===== config.mk =====
export PLATFORM = sky130hd
export DESIGN_NAME = uart_tx_fifo
export DESIGN_NICKNAME = d
export VERILOG_FILES = /design/src/rtl/uart_tx_fifo_pkg.sv /design/src/rtl/sync_fifo.sv /design/src/rtl/uart_tx_fifo.sv
export SDC_FILE = /design/constraint.sdc
export NUM_CORES = 1
export LEC_CHECK = 0
export CAP_MARGIN = 5
export CORE_ASPECT_RATIO = 1.5
export CORE_MARGIN = 10
export CORE_UTILIZATION = 45
export DETAILED_ROUTE_END_ITERATION = 16
export PLACE_DENSITY_LB_ADDON = 0.1
export SLEW_MARGIN = 20
export SYNTH_ARGS = -nofsm -noshare
export SYNTH_HDL_FRONTEND = slang
export SYNTH_SLANG_ARGS = --single-unit

===== constraint.sdc =====
create_clock -name clk_i -period 7.7 [get_ports clk_i]
set_input_delay 0.77 -clock clk_i [delete_from_list [all_inputs] [get_ports clk_i]]
set_output_delay 0.77 -clock clk_i [all_outputs]
set_load 0.03 [all_outputs]

===== src/rtl/uart_tx_fifo_pkg.sv =====
// Shared definitions for the FIFO-buffered UART transmitter: register map,
// CTRL field layout and shifter state encodings.
package uart_tx_fifo_pkg;

  localparam logic [7:0] ADR_STAT = 8'h00;
  localparam logic [7:0] ADR_CTRL = 8'h08;
  localparam logic [7:0] ADR_DATA = 8'h10;

  // CTRL layout, MSB first: [21] tx_en, [20] two_stop, [19] odd, [18] par_en,
  // [17:16] data bits minus 5, [15:0] divisor
  typedef struct packed {
    logic        tx_en;
    logic        two_stop;
    logic        odd;
    logic        par_en;
    logic [1:0]  dbits;
    logic [15:0] div;
  } ctrl_t;

  localparam logic [2:0] ST_IDLE   = 3'd0;
  localparam logic [2:0] ST_START  = 3'd1;
  localparam logic [2:0] ST_DATA   = 3'd2;
  localparam logic [2:0] ST_PARITY = 3'd3;
  localparam logic [2:0] ST_STOP   = 3'd4;

  // Selects the low 5..8 bits that take part in a frame
  function automatic logic [7:0] data_mask(input logic [1:0] dbits);
    return 8'hFF >> (2'd3 - dbits);
  endfunction

endpackage


===== src/rtl/sync_fifo.sv =====
// Single-clock FIFO with full/empty/level flags; a write while full is
// dropped unless a read happens in the same cycle.
module sync_fifo #(
  parameter int unsigned WIDTH = 8,
  parameter int unsigned DEPTH = 16
) (
  input  logic                     clk_i,
  input  logic                     rst_ni,
  input  logic                     wr_en,
  input  logic [WIDTH-1:0]         wr_data,
  input  logic                     rd_en,
  output logic [WIDTH-1:0]         rd_data,
  output logic                     full,
  output logic                     empty,
  output logic [$clog2(DEPTH):0]   level
);

  localparam int unsigned AW = $clog2(DEPTH);
  localparam int unsigned LW = AW + 1;

  logic [WIDTH-1:0] mem [DEPTH];
  logic [AW-1:0]    wptr_q;
  logic [AW-1:0]    rptr_q;
  logic [LW-1:0]    count_q;
  logic             do_wr;
  logic             do_rd;

  assign full    = (count_q == LW'(DEPTH));
  assign empty   = (count_q == '0);
  assign do_rd   = rd_en & ~empty;
  assign do_wr   = wr_en & (~full | do_rd);
  assign rd_data = mem[rptr_q];
  assign level   = count_q;

  always_ff @(posedge clk_i) begin
    if (do_wr) begin
      mem[wptr_q] <= wr_data;
    end
  end

  // Pointers wrap naturally because DEPTH is a power of two
  always_ff @(posedge clk_i or negedge rst_ni) begin
    if (!rst_ni) begin
      wptr_q  <= '0;
      rptr_q  <= '0;
      count_q <= '0;
    end else begin
      if (do_wr) wptr_q <= wptr_q + AW'(1);
      if (do_rd) rptr_q <= rptr_q + AW'(1);
      case ({do_wr, do_rd})
        2'b10:   count_q <= count_q + LW'(1);
        2'b01:   count_q <= count_q - LW'(1);
        default: count_q <= count_q;
      endcase
    end
  end

endmodule


===== src/rtl/uart_tx_fifo.sv =====
// Wishbone-style register front end, TX FIFO and UART serializer with
// configurable divisor, data bits, parity and stop bits.
module uart_tx_fifo
  import uart_tx_fifo_pkg::*;
#(
  parameter int unsigned CLK_HZ     = 100_000_000,
  parameter int unsigned BAUD       = 115200,
  parameter int unsigned FIFO_DEPTH = 16,
  parameter int unsigned DAT_WIDTH  = 64
) (
  input  logic                 clk_i,
  input  logic                 rst_ni,
  input  logic [7:0]           uart_adr_i,
  input  logic [DAT_WIDTH-1:0] uart_dat_i,
  output logic [DAT_WIDTH-1:0] uart_dat_o,
  input  logic                 uart_we_i,
  input  logic                 uart_stb_i,
  output logic                 uart_ack_o,
  output logic                 uart_err_o,
  output logic                 uart_tx,
  output logic                 tx_empty_o
);

  localparam int unsigned LVL_W   = $clog2(FIFO_DEPTH) + 1;
  localparam int unsigned CTRL_W  = $bits(ctrl_t);
  localparam logic [15:0] RST_DIV = 16'(CLK_HZ / BAUD);
  localparam ctrl_t CTRL_RST = '{tx_en: 1'b1, two_stop: 1'b0, odd: 1'b0,
                                 par_en: 1'b0, dbits: 2'd3, div: RST_DIV};

  ctrl_t                ctrl_q;
  ctrl_t                fmt_q;
  ctrl_t                fmt_d;
  logic                 stb_q;
  logic                 ack_q;
  logic                 err_q;
  logic [DAT_WIDTH-1:0] dat_q;
  logic                 access;
  logic                 acc_ack;
  logic                 acc_err;
  logic                 push;
  logic                 ctrl_we;
  logic [DAT_WIDTH-1:0] rdata;
  logic                 fifo_full;
  logic                 fifo_empty;
  logic [LVL_W-1:0]     fifo_level;
  logic [7:0]           fifo_rdata;
  logic [7:0]           level8;
  logic [15:0]          stat;
  logic                 pop;
  logic [2:0]           state_q;
  logic [2:0]           state_d;
  logic [15:0]          cnt_q;
  logic [15:0]          cnt_d;
  logic [15:0]          div_m1;
  logic [2:0]           bit_q;
  logic [2:0]           bit_d;
  logic [7:0]           shreg_q;
  logic [7:0]           shreg_d;
  logic                 par_q;
  logic                 par_d;
  logic                 tx_q;
  logic                 tx_d;
  logic                 tick;
  logic                 last_data;
  logic                 start_frame;
  logic                 unused_bits;

  assign unused_bits = ^{uart_dat_i[DAT_WIDTH-1:CTRL_W], fmt_q.tx_en};

  // Bus access happens once, on the first cycle stb is seen high
  assign access = uart_stb_i & ~stb_q;
  assign level8 = (32'(fifo_level) > 32'd255) ? 8'hFF : 8'(fifo_level);
  assign stat   = {level8, 5'b0, fifo_empty, fifo_full,
                   ~fifo_empty | (state_q != ST_IDLE)};

  always_comb begin
    acc_ack = 1'b0;
    acc_err = 1'b0;
    push    = 1'b0;
    ctrl_we = 1'b0;
    rdata   = '0;
    case (uart_adr_i)
      ADR_STAT: begin
        acc_ack = 1'b1;
        if (!uart_we_i) rdata = DAT_WIDTH'(stat);
      end
      ADR_CTRL: begin
        acc_ack = 1'b1;
        if (uart_we_i) ctrl_we = 1'b1;
        else           rdata   = DAT_WIDTH'(ctrl_q);
      end
      ADR_DATA: begin
        if (uart_we_i && fifo_full && !pop) begin
          acc_err = 1'b1;
        end else begin
          acc_ack = 1'b1;
          push    = uart_we_i;
        end
      end
      default: acc_err = 1'b1;
    endcase
  end

  // Response registers hold while stb stays high, clear once it drops
  always_ff @(posedge clk_i or negedge rst_ni) begin
    if (!rst_ni) begin
      stb_q  <= 1'b0;
      ack_q  <= 1'b0;
      err_q  <= 1'b0;
      dat_q  <= '0;
      ctrl_q <= CTRL_RST;
    end else begin
      stb_q <= uart_stb_i;
      if (access) begin
        ack_q <= acc_ack;
        err_q <= acc_err;
        dat_q <= rdata;
      end else if (!uart_stb_i) begin
        ack_q <= 1'b0;
        err_q <= 1'b0;
      end
      if (access && ctrl_we) begin
        ctrl_q <= ctrl_t'(uart_dat_i[CTRL_W-1:0]);
      end
    end
  end

  assign uart_ack_o = ack_q & uart_stb_i;
  assign uart_err_o = err_q & uart_stb_i;
  assign uart_dat_o = dat_q;

  sync_fifo #(
    .WIDTH (8),
    .DEPTH (FIFO_DEPTH)
  ) u_fifo (
    .clk_i   (clk_i),
    .rst_ni  (rst_ni),
    .wr_en   (access & push),
    .wr_data (uart_dat_i[7:0]),
    .rd_en   (pop),
    .rd_data (fifo_rdata),
    .full    (fifo_full),
    .empty   (fifo_empty),
    .level   (fifo_level)
  );

  // Divisors below 2 are clamped so every bit lasts at least two cycles
  assign div_m1    = (fmt_q.div < 16'd2) ? 16'd1 : fmt_q.div - 16'd1;
  assign tick      = (cnt_q == div_m1);
  assign last_data = (bit_q == ({1'b0, fmt_q.dbits} + 3'd4));
  assign pop       = start_frame;

  always_comb begin
    state_d     = state_q;
    cnt_d       = tick ? '0 : cnt_q + 16'd1;
    bit_d       = bit_q;
    shreg_d     = shreg_q;
    fmt_d       = fmt_q;
    par_d       = par_q;
    tx_d        = tx_q;
    start_frame = 1'b0;
    case (state_q)
      ST_IDLE: begin
        cnt_d       = '0;
        tx_d        = 1'b1;
        start_frame = ctrl_q.tx_en & ~fifo_empty;
      end
      ST_START: begin
        if (tick) begin
          state_d = ST_DATA;
          tx_d    = shreg_q[0];
          bit_d   = '0;
        end
      end
      ST_DATA: begin
        if (tick) begin
          if (last_data) begin
            bit_d = '0;
            if (fmt_q.par_en) begin
              state_d = ST_PARITY;
              tx_d    = par_q;
            end else begin
              state_d = ST_STOP;
              tx_d    = 1'b1;
            end
          end else begin
            shreg_d = shreg_q >> 1;
            tx_d    = shreg_q[1];
            bit_d   = bit_q + 3'd1;
          end
        end
      end
      ST_PARITY: begin
        if (tick) begin
          state_d = ST_STOP;
          tx_d    = 1'b1;
          bit_d   = '0;
        end
      end
      ST_STOP: begin
        if (tick) begin
          if (fmt_q.two_stop && (bit_q == 3'd0)) begin
            bit_d = 3'd1;
          end else begin
            state_d     = ST_IDLE;
            tx_d        = 1'b1;
            start_frame = ctrl_q.tx_en & ~fifo_empty;
          end
        end
      end
      default: begin
        state_d = ST_IDLE;
        tx_d    = 1'b1;
      end
    endcase
    // A new frame samples the live CTRL so mid-frame writes wait for it
    if (start_frame) begin
      state_d = ST_START;
      cnt_d   = '0;
      tx_d    = 1'b0;
      shreg_d = fifo_rdata;
      fmt_d   = ctrl_q;
      par_d   = (^(fifo_rdata & data_mask(ctrl_q.dbits))) ^ ctrl_q.odd;
    end
  end

  always_ff @(posedge clk_i or negedge rst_ni) begin
    if (!rst_ni) begin
      state_q <= ST_IDLE;
      cnt_q   <= '0;
      bit_q   <= '0;
      shreg_q <= '0;
      fmt_q   <= CTRL_RST;
      par_q   <= 1'b0;
      tx_q    <= 1'b1;
    end else begin
      state_q <= state_d;
      cnt_q   <= cnt_d;
      bit_q   <= bit_d;
      shreg_q <= shreg_d;
      fmt_q   <= fmt_d;
      par_q   <= par_d;
      tx_q    <= tx_d;
    end
  end

  assign uart_tx    = tx_q;
  assign tx_empty_o = fifo_empty & (state_q == ST_IDLE);

endmodule


==> results.md <==
* Asr flop ratio synth at 46.7%
* Filler instances at 2174
* Clock sinks at 240
* Pins Over Slew Limit at 0
* Final worst-path setup slack at 2.53 ns
* Crit end category: register
* Setup CP Type: reg -> reg
* Pwr dens at 205 nW/um2
* Final Util at 52.0%
* Ranking of synthesized cells by area: edfxtp_1, dfrtp_1, mux4_2
* Fmax at 193 MHz
* Top cell type's share of synthesized area at 33.7%
* Yosys reg bits at 240
* Overall Power at 2.67 mW
* DRC Markers at 0
* CP Data Required Time at 8.09 ns
* Final WL at 26300 um
* Layout Cells excl Fill at 1242
* Post-route ant nets at 0
* # setup viols final at 0
* DR pass1 iterations at 6
* Critical Path Source Type: register
* Placed instance count at 1197
* Height of the die at 215 um
* Clock Root Buffer: clkbuf_16
* Final period util at 67.2%
* Most common cell after layout, fill and taps aside: edfxtp_1
* Post-detailed-placement half-perimeter wirelength at 19100 um
* Clock Pin Slew Worst Setup and Hold Paths at 0.06 ns
* Register area share after synthesis at 58.5%
* Setup TNS at 0 ns
* First-pass GRT wire length at 41600 um
* Post-CTS Hold Buffers at 0
* Average wire per standard cell at 21.2 um
* Hold Vio Cnt, Final at 0
* Clock Latency Late Sink at 0.52 ns
* Initial DRC Count at 462
* Cell count after synthesis at 836
* Max Buffers Root-to-Sink at 3
* Syn avg cell area at 13.6 um2
* Status: finished, final reports clean
* Layout cells sized above 1 at 19.9%
* RSZ-0062 raised after global routing: false
* Max-slew headroom at 37.7%
* VDD IR max at 0.000228 V
* Primary FF master, synth: edfxtp_1
* # H-tree levels at 1
* DR vias at 6837
* Total gr overflow at 0
* Vias in the first global route at 7318
* Syn Std Cell Area at 11400 um2
* Post-CTS setup buffers at 0
* Fin nets at 984
* Port Buffers at 59
* CTS tree: yes
* Synth warn at 0
* Chip width at 150 um
* CTS resizes at 0
* Hold slack final at 0.285 ns
* Pin count of the biggest net entering global routing at 58
* Routability cong. at 0.891
* CTS Buf Count at 25
* Max_cap viols at 0
* Die area at 32200 um2
* Critical path fanouts, max at 20
* GRT Total Usage at 16.3%
* Commonest non-fill, non-tap cells in the layout: edfxtp_1, dfrtp_1, nor2_1, clkdlybuf4s50_1, nand2_1
* Initial antenna violation count at 0
* IO Pins at 144
* Min-delay worst type: in -> async
* Design area at 13000 um2
* FP Rows at 71
* Post-synth EDFFs at 128
* Dpl cell area at 12200 um2
* Slew @ Worst Pin at 0.933 ns
* CP arrival at 5.57 ns
* Fin crit period at 5.17 ns
* Diode count at 0
* Via density at 5.50
* Clk_skew at 0.0131 ns
* Post-synth top area cell: edfxtp_1
* Syn-to-layout area delta at 14.3%
* Leak at 5.05 nW
* Number of distinct library cells after synthesis at 69
* Initial Util at 45.5%
* Core Area at 25100 um2
* Reg-to-reg slack, setup at 2.53 ns
* Setup slack at placement at 2.47 ns
==> worst max-delay path: stages (launching register included) <==
cell      delay [ns]
dfrtp_1         0.47
inv_1           0.09
ha_1            0.18
nor3b_2         0.41
nand3b_1        0.15
xor2_1          0.24
xnor2_1         0.09
o32a_1          0.40
or4b_4          0.55
nor4_2          0.64
o21ai_2         0.39
ha_1            0.36
xor2_1          0.17
ha_1            0.23
nand3_1         0.09
o21ai_0         0.10
a222oi_1        0.24
nor2_1          0.09
xor2_1          0.15
==> final timing paths <==
path                                    end            from  cells past startpoint
setup / recovery            u_fifo.level[4]        fmt_q[1]                     18
hold / removal                   ctrl_q[15]          rst_ni                      1
setup reg to reg            u_fifo.level[4]        fmt_q[1]                     18
hold reg to reg              uart_dat_o[11]  uart_dat_o[11]                      2
max in group asynchronous  u_fifo.rptr_q[0]          rst_ni                      2
min in group clk_i           uart_dat_o[11]  uart_dat_o[11]                      2
==> power by group <==
part / internal (mW) / leakage (nW) / switching, mW
registers: 1.36 / 2.65 / 0.00356
clock network: 0.732 / 0.401 / 0.488
logic: 0.0247 / 2.00 / 0.0649
total: 2.12 / 5.05 / 0.556
==> kinds of logic (layout without fill, tap and decap cells) <==
logic type / after synthesis / in the layout / share of synthesized area (%)
flip-flops: 240 / 240 / 58.5
AND/OR/NAND/NOR: 224 / 224 / 10.6
multiplexers: 109 / 109 / 14.3
AO/OA/AOI/OAI: 100 / 100 / 6.31
buffers and inverters: 97 / 134 / 4.78
XOR/XNOR: 53 / 53 / 4.20
adder cells (fa/ha/maj): 12 / 12 / 1.32
other: 1 / 42 / 0.0329
==> registers in the layout, summed over array words and instances, names as in the netlist <==
signal / flops
u_fifo.level: 5
ack_q: 1
cnt_q: 16
u_fifo.wptr_q: 4
fmt_q: 20
stb_q: 1
shreg_q: 8
err_q: 1
bit_q: 3
state_q: 3
uart_tx: 1
u_fifo.rptr_q: 4
uart_dat_o: 22
ctrl_q: 22
par_q: 1
u_fifo.mem: 128
==> synthesized netlist by cell type (13+ instances only) <==
library cell and count:
edfxtp_1 128, dfrtp_1 96, nor2_1 62, nand2_1 54, mux2_2 47, buf_4 42, mux4_2 36, o21ai_0 28
xnor2_1 27, clkbuf_1 26, xor2_1 25, nand3_1 24, mux2i_1 19, a22o_1 18, dfstp_2 16, inv_1 16
nor3_1 13
==> cell type report <==
cell class,instances,area (um2),share of cell area [%]
multi-input combinational,540,4350,33.4
sequential,240,6670,51.2
tap,328,410,3.15
clock inverter,11,144,1.11
inverter,16,60.1,0.461
timing repair buffer,73,693,5.32
clock buffer,34,693,5.32
==> per-layer routing <==
metal	vias up	routed length, um	part of all wire (%)	GRT usage, %
met4	0	780	3.0	5.13
met3	51	1160	4.4	2.57
met2	144	14700	56	31.0
met5	-	0	0	0
met1	3496	9680	37	17.8
li1	3146	-	-	-
(Power assumes the default switching activity.)
